`config.mk`:
```
export PLATFORM = sky130hd
export DESIGN_NAME = operand_fetch
export DESIGN_NICKNAME = d
export VERILOG_FILES = /design/src/rtl/risc_pkg.sv /design/src/rtl/regfile.sv /design/src/rtl/operand_fetch.sv
export SDC_FILE = /design/constraint.sdc
export NUM_CORES = 2
export LEC_CHECK = 0
export ABC_AREA = 1
export BUFFER_PORTS_ARGS = -buffer_cell sky130_fd_sc_hd__clkbuf_2
export CELL_PAD_IN_SITES_DETAIL_PLACEMENT = 1
export CELL_PAD_IN_SITES_GLOBAL_PLACEMENT = 1
export CORE_ASPECT_RATIO = 1.1
export CORE_MARGIN = 2
export CORE_UTILIZATION = 46
export DETAILED_ROUTE_END_ITERATION = 8
export MAX_ROUTING_LAYER = met4
export PLACE_DENSITY = 0.91
export SYNTH_ARGS = -nofsm -noshare
export SYNTH_HDL_FRONTEND = slang
export SYNTH_SLANG_ARGS = --single-unit
```
`constraint.sdc`:
```
create_clock -name clk -period 36.5 [get_ports clk]
set_input_delay 0 -clock clk [delete_from_list [all_inputs] [get_ports clk]]
set_output_delay 0 -clock clk [all_outputs]
set_load 0.005 [all_outputs]
```
`src/rtl/risc_pkg.sv`:
```
`default_nettype none
// ============================================================================
// risc_pkg : shared widths, FSM states and opcode/fcode encodings (fetch/ALU)
// Revision : 1.0
// ============================================================================
package risc_pkg;

  localparam int DATA_W = 32;
  localparam int REG_AW = 5;
  localparam int OPC_W  = 3;
  localparam int FC_W   = 5;

  localparam logic [OPC_W-1:0] OPC_ALU  = 3'b000;
  localparam logic [OPC_W-1:0] OPC_ALUI = 3'b001;
  localparam logic [OPC_W-1:0] OPC_LD   = 3'b010;
  localparam logic [OPC_W-1:0] OPC_ST   = 3'b011;
  localparam logic [OPC_W-1:0] OPC_BR   = 3'b100;

  localparam logic [FC_W-1:0] FC_ADD = 5'd0;
  localparam logic [FC_W-1:0] FC_SUB = 5'd1;
  localparam logic [FC_W-1:0] FC_AND = 5'd2;
  localparam logic [FC_W-1:0] FC_OR  = 5'd3;
  localparam logic [FC_W-1:0] FC_XOR = 5'd4;
  localparam logic [FC_W-1:0] FC_SLT = 5'd5;

  typedef enum logic [0:0] {
    ST_EMPTY = 1'b0,
    ST_FULL  = 1'b1
  } of_state_e;

endpackage : risc_pkg
`default_nettype wire

```
`src/rtl/regfile.sv`:
```
`default_nettype none
// ============================================================================
// regfile : NREG x DATA_W registers, 2 async read ports, 1 sync write port
// Revision : 1.0
// ============================================================================
module regfile
  import risc_pkg::*;
#(
  parameter int DATA_W = risc_pkg::DATA_W,
  parameter int NREG   = 32
) (
  input  logic              clk,
  input  logic              rst,
  input  logic              we_i,
  input  logic [REG_AW-1:0] waddr_i,
  input  logic [DATA_W-1:0] wdata_i,
  input  logic [REG_AW-1:0] raddr1_i,
  output logic [DATA_W-1:0] rdata1_o,
  input  logic [REG_AW-1:0] raddr2_i,
  output logic [DATA_W-1:0] rdata2_o
);

  logic [DATA_W-1:0] regs_q [NREG];

  always_ff @(posedge clk or posedge rst) begin
    if (rst) begin
      for (int i = 0; i < NREG; i++) begin
        regs_q[i] <= '0;
      end
    end else if (we_i && (32'(waddr_i) < NREG)) begin
      regs_q[waddr_i] <= wdata_i;
    end
  end

  // Reads return the pre-write contents; any same-cycle forwarding lives upstream.
  assign rdata1_o = (32'(raddr1_i) < NREG) ? regs_q[raddr1_i] : '0;
  assign rdata2_o = (32'(raddr2_i) < NREG) ? regs_q[raddr2_i] : '0;

endmodule : regfile
`default_nettype wire

```
`src/rtl/operand_fetch.sv`:
```
`default_nettype none
// ============================================================================
// operand_fetch : one-entry skid stage reading operands for the ALU.
// Option macro  : OPERAND_FETCH_BYPASS_EN (writeback forwarding/refresh)
// Revision      : 1.0
// ============================================================================
module operand_fetch
  import risc_pkg::*;
#(
  parameter int DATA_W = risc_pkg::DATA_W,
  parameter int NREG   = 32
) (
  input  logic              clk,
  input  logic              rst,
  input  logic              in_valid,
  output logic              in_ready,
  input  logic [OPC_W-1:0]  in_opcode,
  input  logic [FC_W-1:0]   in_fcode,
  input  logic [REG_AW-1:0] in_rs,
  input  logic [REG_AW-1:0] in_rt,
  input  logic [DATA_W-1:0] in_imm,
  input  logic              in_use_imm,
  input  logic              wb_en,
  input  logic [REG_AW-1:0] wb_addr,
  input  logic [DATA_W-1:0] wb_data,
  output logic              out_valid,
  input  logic              out_ready,
  output logic [DATA_W-1:0] out_inp1,
  output logic [DATA_W-1:0] out_inp2,
  output logic [OPC_W-1:0]  out_opcode,
  output logic [FC_W-1:0]   out_fcode
);

  of_state_e         state_q, state_d;
  logic [DATA_W-1:0] inp1_q, inp1_d, inp2_q, inp2_d;
  logic [OPC_W-1:0]  opcode_q, opcode_d;
  logic [FC_W-1:0]   fcode_q, fcode_d;
  logic [DATA_W-1:0] rd1_w, rd2_w, op1_w, op2_w;
  logic              accept_w;
`ifdef OPERAND_FETCH_BYPASS_EN
  // Source tags of the held entry, needed to refresh it from writeback.
  logic [REG_AW-1:0] rs_q, rs_d, rt_q, rt_d;
  logic              use_imm_q, use_imm_d;
`endif

  regfile #(.DATA_W(DATA_W), .NREG(NREG)) u_regfile (
    .clk      (clk),
    .rst      (rst),
    .we_i     (wb_en),
    .waddr_i  (wb_addr),
    .wdata_i  (wb_data),
    .raddr1_i (in_rs),
    .rdata1_o (rd1_w),
    .raddr2_i (in_rt),
    .rdata2_o (rd2_w)
  );

  assign out_valid = (state_q == ST_FULL);
  assign in_ready  = !out_valid || out_ready;
  assign accept_w  = in_valid && in_ready;

  always_comb begin
    op1_w = rd1_w;
    op2_w = rd2_w;
`ifdef OPERAND_FETCH_BYPASS_EN
    if (wb_en && (wb_addr == in_rs)) op1_w = wb_data;
    if (wb_en && (wb_addr == in_rt)) op2_w = wb_data;
`endif
    if (in_use_imm) op2_w = in_imm;
  end

  always_comb begin
    state_d  = state_q;
    inp1_d   = inp1_q;
    inp2_d   = inp2_q;
    opcode_d = opcode_q;
    fcode_d  = fcode_q;
`ifdef OPERAND_FETCH_BYPASS_EN
    rs_d      = rs_q;
    rt_d      = rt_q;
    use_imm_d = use_imm_q;
`endif
    case (state_q)
      ST_EMPTY: if (accept_w) state_d = ST_FULL;
      ST_FULL:  if (out_ready && !in_valid) state_d = ST_EMPTY;
      default:  state_d = ST_EMPTY;
    endcase
    if (accept_w) begin
      inp1_d   = op1_w;
      inp2_d   = op2_w;
      opcode_d = in_opcode;
      fcode_d  = in_fcode;
`ifdef OPERAND_FETCH_BYPASS_EN
      rs_d      = in_rs;
      rt_d      = in_rt;
      use_imm_d = in_use_imm;
    end else if (out_valid && !out_ready && wb_en) begin
      if (wb_addr == rs_q) inp1_d = wb_data;
      if ((wb_addr == rt_q) && !use_imm_q) inp2_d = wb_data;
`endif
    end
  end

  always_ff @(posedge clk or posedge rst) begin
    if (rst) begin
      state_q  <= ST_EMPTY;
      inp1_q   <= '0;
      inp2_q   <= '0;
      opcode_q <= '0;
      fcode_q  <= '0;
`ifdef OPERAND_FETCH_BYPASS_EN
      rs_q      <= '0;
      rt_q      <= '0;
      use_imm_q <= 1'b0;
`endif
    end else begin
      state_q  <= state_d;
      inp1_q   <= inp1_d;
      inp2_q   <= inp2_d;
      opcode_q <= opcode_d;
      fcode_q  <= fcode_d;
`ifdef OPERAND_FETCH_BYPASS_EN
      rs_q      <= rs_d;
      rt_q      <= rt_d;
      use_imm_q <= use_imm_d;
`endif
    end
  end

  assign out_inp1   = inp1_q;
  assign out_inp2   = inp2_q;
  assign out_opcode = opcode_q;
  assign out_fcode  = fcode_q;

endmodule : operand_fetch
`default_nettype wire
```
### Word level (Yosys, flattened, before mapping)

Cells that the tools add are included.

| word-level totals | value |
|---|---|
| memories | 0 |
| bits in latches | 0 |
| register bits | 1097 |
| logic and storage cells | 64 |
| input bits | 93 |
| RAM bits | 0 |
| ROM bits | 0 |

| cells by class | value |
|---|---|
| $mul | 0 |
| divide/modulo/power cells | 0 |
| equal/unequal tests | 0 |
| mux-type cells | 13 |
| add/subtract/negate cells | 0 |
| shifts and indexed selects | 0 |
| reduce and logical (&&, ||, !) cells | 6 |
| magnitude comparators | 4 |
| bitwise logic cells | 4 |

Operators by type and width:

| operator | number |
|---|---|
| bitwise mux 1024 bit | 1 |
| binary-select mux 32 bit (select 5 bit) | 2 |
| 2-to-1 mux 32 bit | 6 |
| demux 32 bit (select 5 bit) | 1 |
| >= comparator 6 bit (second input constant) | 3 |
| NOT 5 -> 6 bit | 3 |
| < comparator 6 x 1 -> 1 bit (second input constant) | 1 |
| logical AND 1 bit | 3 |
| zero test 1 bit | 2 |
| 2-to-1 mux 1 bit | 2 |
| one-hot mux 1 bit (2 select lines) | 1 |
| logical OR 1 bit | 1 |
| NOT 1 bit | 1 |

### Depth between registers and ports, before layout

| depth | value |
|---|---|
| depth after elaboration | 6 |
| mapped depth | 14 |
| mapped depth without buffers | 11 |

### Cells and area by module

From an unflattened synthesis, not the netlist that was laid out.

| unflattened totals | value |
|---|---|
| cells, all modules | 8727 |
| area, all modules | 59832.4 µm² |

Modules (own cells, without submodules):

| module | cells an instance | area an instance (µm²) | times used |
|---|---|---|---|
| regfile | 8308 | 56541.7 | 1 |
| operand_fetch | 419 | 3290.7 | 1 |

### Worst setup path after synthesis

OpenSTA, ideal clock, no wires.

| path | value |
|---|---|
| path type | input port to flip-flop |
| start point | in in_rt[0] |
| end point | reg inp2_q[10] (netlist: out_inp2[10]) |
| cell stages on the path | 13 |
| buffers on the path | 3 |
| slack | 35076 ps |
| data arrival time | 1308 ps |
| cell sequence | buf_2 clkinv_1 clkbuf_1 clkbuf_1 nand2_1 nand3_1 nand3_1 nand3_1 nand3_1 nand2_1 nand2_1 nand2_1 nand2_1 |

| between the ends | value |
|---|---|
| longest elaborated chain between the ends | 5 |

Ends and longest elaborated chain:

| item | RTL line | source |
|---|---|---|
| start, declared | operand_fetch.sv:20 | `input logic [REG_AW-1:0] in_rt,` |
| NOT 5 -> 6 bit (implied by the code) | regfile.sv:37 | `assign rdata2_o = (32'(raddr2_i) < NREG) ? regs_q[raddr2_i] : '0;` |
| binary-select mux 32 bit (select 5 bit) | regfile.sv:37 |  |
| 2-to-1 mux 32 bit (implied by the code) (2 in a row) | regfile.sv:37 |  |
| 2-to-1 mux 32 bit | operand_fetch.sv:69 | `if (in_use_imm) op2_w = in_imm;` |
| end signal, assigned | operand_fetch.sv:119 | `inp2_q <= inp2_d;` |
| end, declared | operand_fetch.sv:35 | `logic [DATA_W-1:0] inp1_q, inp1_d, inp2_q, inp2_d;` |

No other way between the ends. The select of a mux whose other input is x is not followed.
A chain may end at the register's enable or synchronous reset.

==> impl_results.md <==
* DRT Wirelength at 274000 um
* Final hold violations at 0
* Routed Antenna Nets at 0
* Multi-input combinational cell area at approximately 28000 um2
* Worst Path Max Fanout at 95
* Avg Cell Area, Syn at 6.93 um2
* # setup viols final at 0
* Syn_nets at roughly 8700
* Rel. slew slack at 6.13%
* Vias in the first global route at 68700
* Starting Density at 46.3%
* Die footprint at 132000 um2
* First-pass GRT wire length at 415000 um
* Setup crit end kind: async pin
* Clock Skew at 0.0388 ns
* Clock transition at path regs at 0.06 ns
* RSZ-0062 raised after global routing: false
* Net Sw Power at 1260 uW
* DR DRC count at 0
* IO buf count at 166
* Post-synthesis cell area at 59500 um2
* # fillers at 16400
* DRT iter0 DRCs at 8550
* Worst slew pin tran at 1.41 ns
* DIE HEIGHT at 381 um
* Run status: completed
* Power Internal at ~2500 uW
* Layout Area Growth over Synthesis at 10.9%
* CTS tree: yes
* Total grt overflow at 0
* VDD IR-drop max at between 50 and 60 uV
* Share of layout cells above drive strength 1 at under 10%
* NumNets Final at 8409
* FF+latch count, synth at 1097
* Clock power share at 36.5%
* Worst-case clock buffer depth at 3
* Crit path largest cell delay at approximately 0.9 ns
* TNS Setup at 0 ns
* Number of distinct library cells after synthesis at 17
* CP most frequent cell: buf_4
* CP required at between 30 and 40 ns
* # IOs at around 170
* Inserted Clock Buffers at 130
* Clk sink count at 1097
* Max_cap viols at 0
* Wire length per cell at 27.1 um
* Synth Instances at 8585
* CTS H-tree lvls at 4
* Resized cells post-CTS at 0
* CP arrival at 4.52 ns
* Slowest CP cell: buf_4
* CP Cell Sequence: dlygate4sd3_1 > clkbuf_2 > dlygate4sd3_1 > inv_8 > buf_4 > buf_4 > buf_4
* Via count at 66100
* Via density at 6.54
* Sequential share of power at between 40% and 50%
* Min Tclk post-route at 3.77 ns
* Leakage at 0.0314 uW
* Net Sw Frac at 33.5%
* Register area at 27500 um2
* FMAX at approximately 270 MHz
* Core area at between 100000 and 150000 um2
* Kind of critical path: input port to async pin
* Register area share after synthesis at a little under half
* DP HPWL at 134000 um
* Startpoint type of the worst setup path: input port
* Row cnt at 138
* GRT Total Usage at 42.0%
* CTS root buf: clkbuf_16
* Crit share post-route at 10.3%
* 1st-pass router iterations at 8
* Synth Warn # at 0
* Initial antenna violation count at 10
* Die width at roughly 350 um
* Pwr Density at 57.0 nW/um2
* Max-slew violations at 0
* Hold crit path type: input port to register
* Logic gate share of total power at 19.7%
* Insertion delay to the later sink of the worst-skew pair at 0.82 ns
* Power Total at 3760 uW
* Largest net degree at the start of global routing at roughly 190
* GPL Wtd Cong at 0.844
## per-stage QoR
step / area (um2) / instances / hold slack [ns] / util [%] / worst slack, ns
after global placement: 60500 / 9760 / 0.193 / 47.1 / 32.85
after floorplan: 59500 / 8585 / 0.0995 / - / 5.61
after detailed placement: 60500 / 9760 / 0.203 / 47.1 / 32.81
final: 65900 / 10100 / 0.0160 / 51.3 / 32.73
after global routing: 65900 / 10100 / 0.0479 / 51.3 / 32.30
after CTS: 65900 / 10100 / 0.000203 / 51.3 / 32.65
## metal layers
layer	global-route usage (%)	share of wire, %
met5	-	0
met4	31.2	8.5
met3	10.1	11
met2	63.0	44
met1	49.1	36
## state kept, by name (all words and copies together), names as in the netlist
name,count
out_fcode,5
out_inp2,32
u_regfile.regs_q,1024
out_inp1,32
out_opcode,3
out_valid,1
## worst paths after layout
check | endpoint | cells after the start | slack [ns] | startpoint
setup reg to reg | out_inp1[26]$_DFFE_PP0P_ | 6 | 33.30 | out_valid$_DFF_PP0_
max in group clk | out_inp2[2]$_DFFE_PP0P_ | 13 | 32.97 | in_rt[0]
min in group asynchronous | u_regfile.regs_q[358]$_DFFE_PP0P_ | 4 | 0.50 | rst
setup / recovery | u_regfile.regs_q[241]$_DFFE_PP0P_ | 7 | 32.73 | rst
hold reg to reg | out_inp1[25]$_DFFE_PP0P_ | 2 | 0.48 | out_inp1[25]$_DFFE_PP0P_
hold / removal | u_regfile.regs_q[523]$_DFFE_PP0P_ | 4 | 0.02 | wb_data[11]
## cells in the mapped netlist
cell type | count | area share, %
buf_1 | 71 | 0.45
inv_2 | 3 | 0.019
buf_2 | 68 | 0.57
nand3_1 | 1367 | 12
nand2_2 | 8 | 0.084
nor3_1 | 8 | 0.067
o21ai_0 | 1148 | 9.7
nor3b_1 | 1 | 0.013
clkinv_1 | 3 | 0.019
o211ai_1 | 98 | 1.2
a21oi_1 | 211 | 1.8
dfrtp_1 | 1097 | 46
clkbuf_1 | 607 | 3.8
nor2_1 | 142 | 0.90
nand2_1 | 3479 | 22
nor4_2 | 2 | 0.042
inv_1 | 272 | 1.7
## cell type report
| type | count | share of cell area (%) |
|---|---|---|
| multi-input cells | 6464 | 43.0 |
| repair buffers | 345 | 3.85 |
| flip-flops and latches | 1097 | 41.6 |
| well taps | 1680 | 3.19 |
| diodes | 11 | 0.0417 |
| clock buffers | 206 | 6.30 |
| inverters | 278 | 1.67 |
| clock inverters | 23 | 0.355 |
## logic make-up (layout without fill, tap and decap cells)
logic type             count (synthesis)  count (layout)  share of synthesized area, %
AO/OA/AOI/OAI                       1457            1457                          12.7
buffers and inverters               1024             852                          6.61
flip-flops                          1097            1097                          46.2
other                                  0              11                             0
AND/OR/NAND/NOR                     5007            5007                          34.6
## layout by cell type (no fill, tap or decap), types with 104 or more instances in the layout
master            n
clkbuf_16       141
nand3_1        1367
nor2_1          142
nand2_1        3456
clkbuf_2        158
a21oi_1         211
inv_1           264
dlygate4sd3_1   104
o21ai_0        1148
dfrtp_1        1097
## power groups by stage
stage,Combinational [uW],Sequential (uW),Clock (uW)
after floorplan,492,1590,0
after CTS,717,1630,1360
after global placement,644,1620,0
final,741,1640,1370
after detailed placement,690,1640,0
after global routing,825,1660,1420
## what timing repair did
action	in CTS	in global routing
hold buffers	104	0
endpoints found under the setup margin	0	0
buffers inserted	0	0
hold endpoints to repair	467	0
## worst max-delay path, delay by kind of cell
kind     cells  cell delay, ns
buf+inv      7            4.33
(Power assumes the default switching activity.)
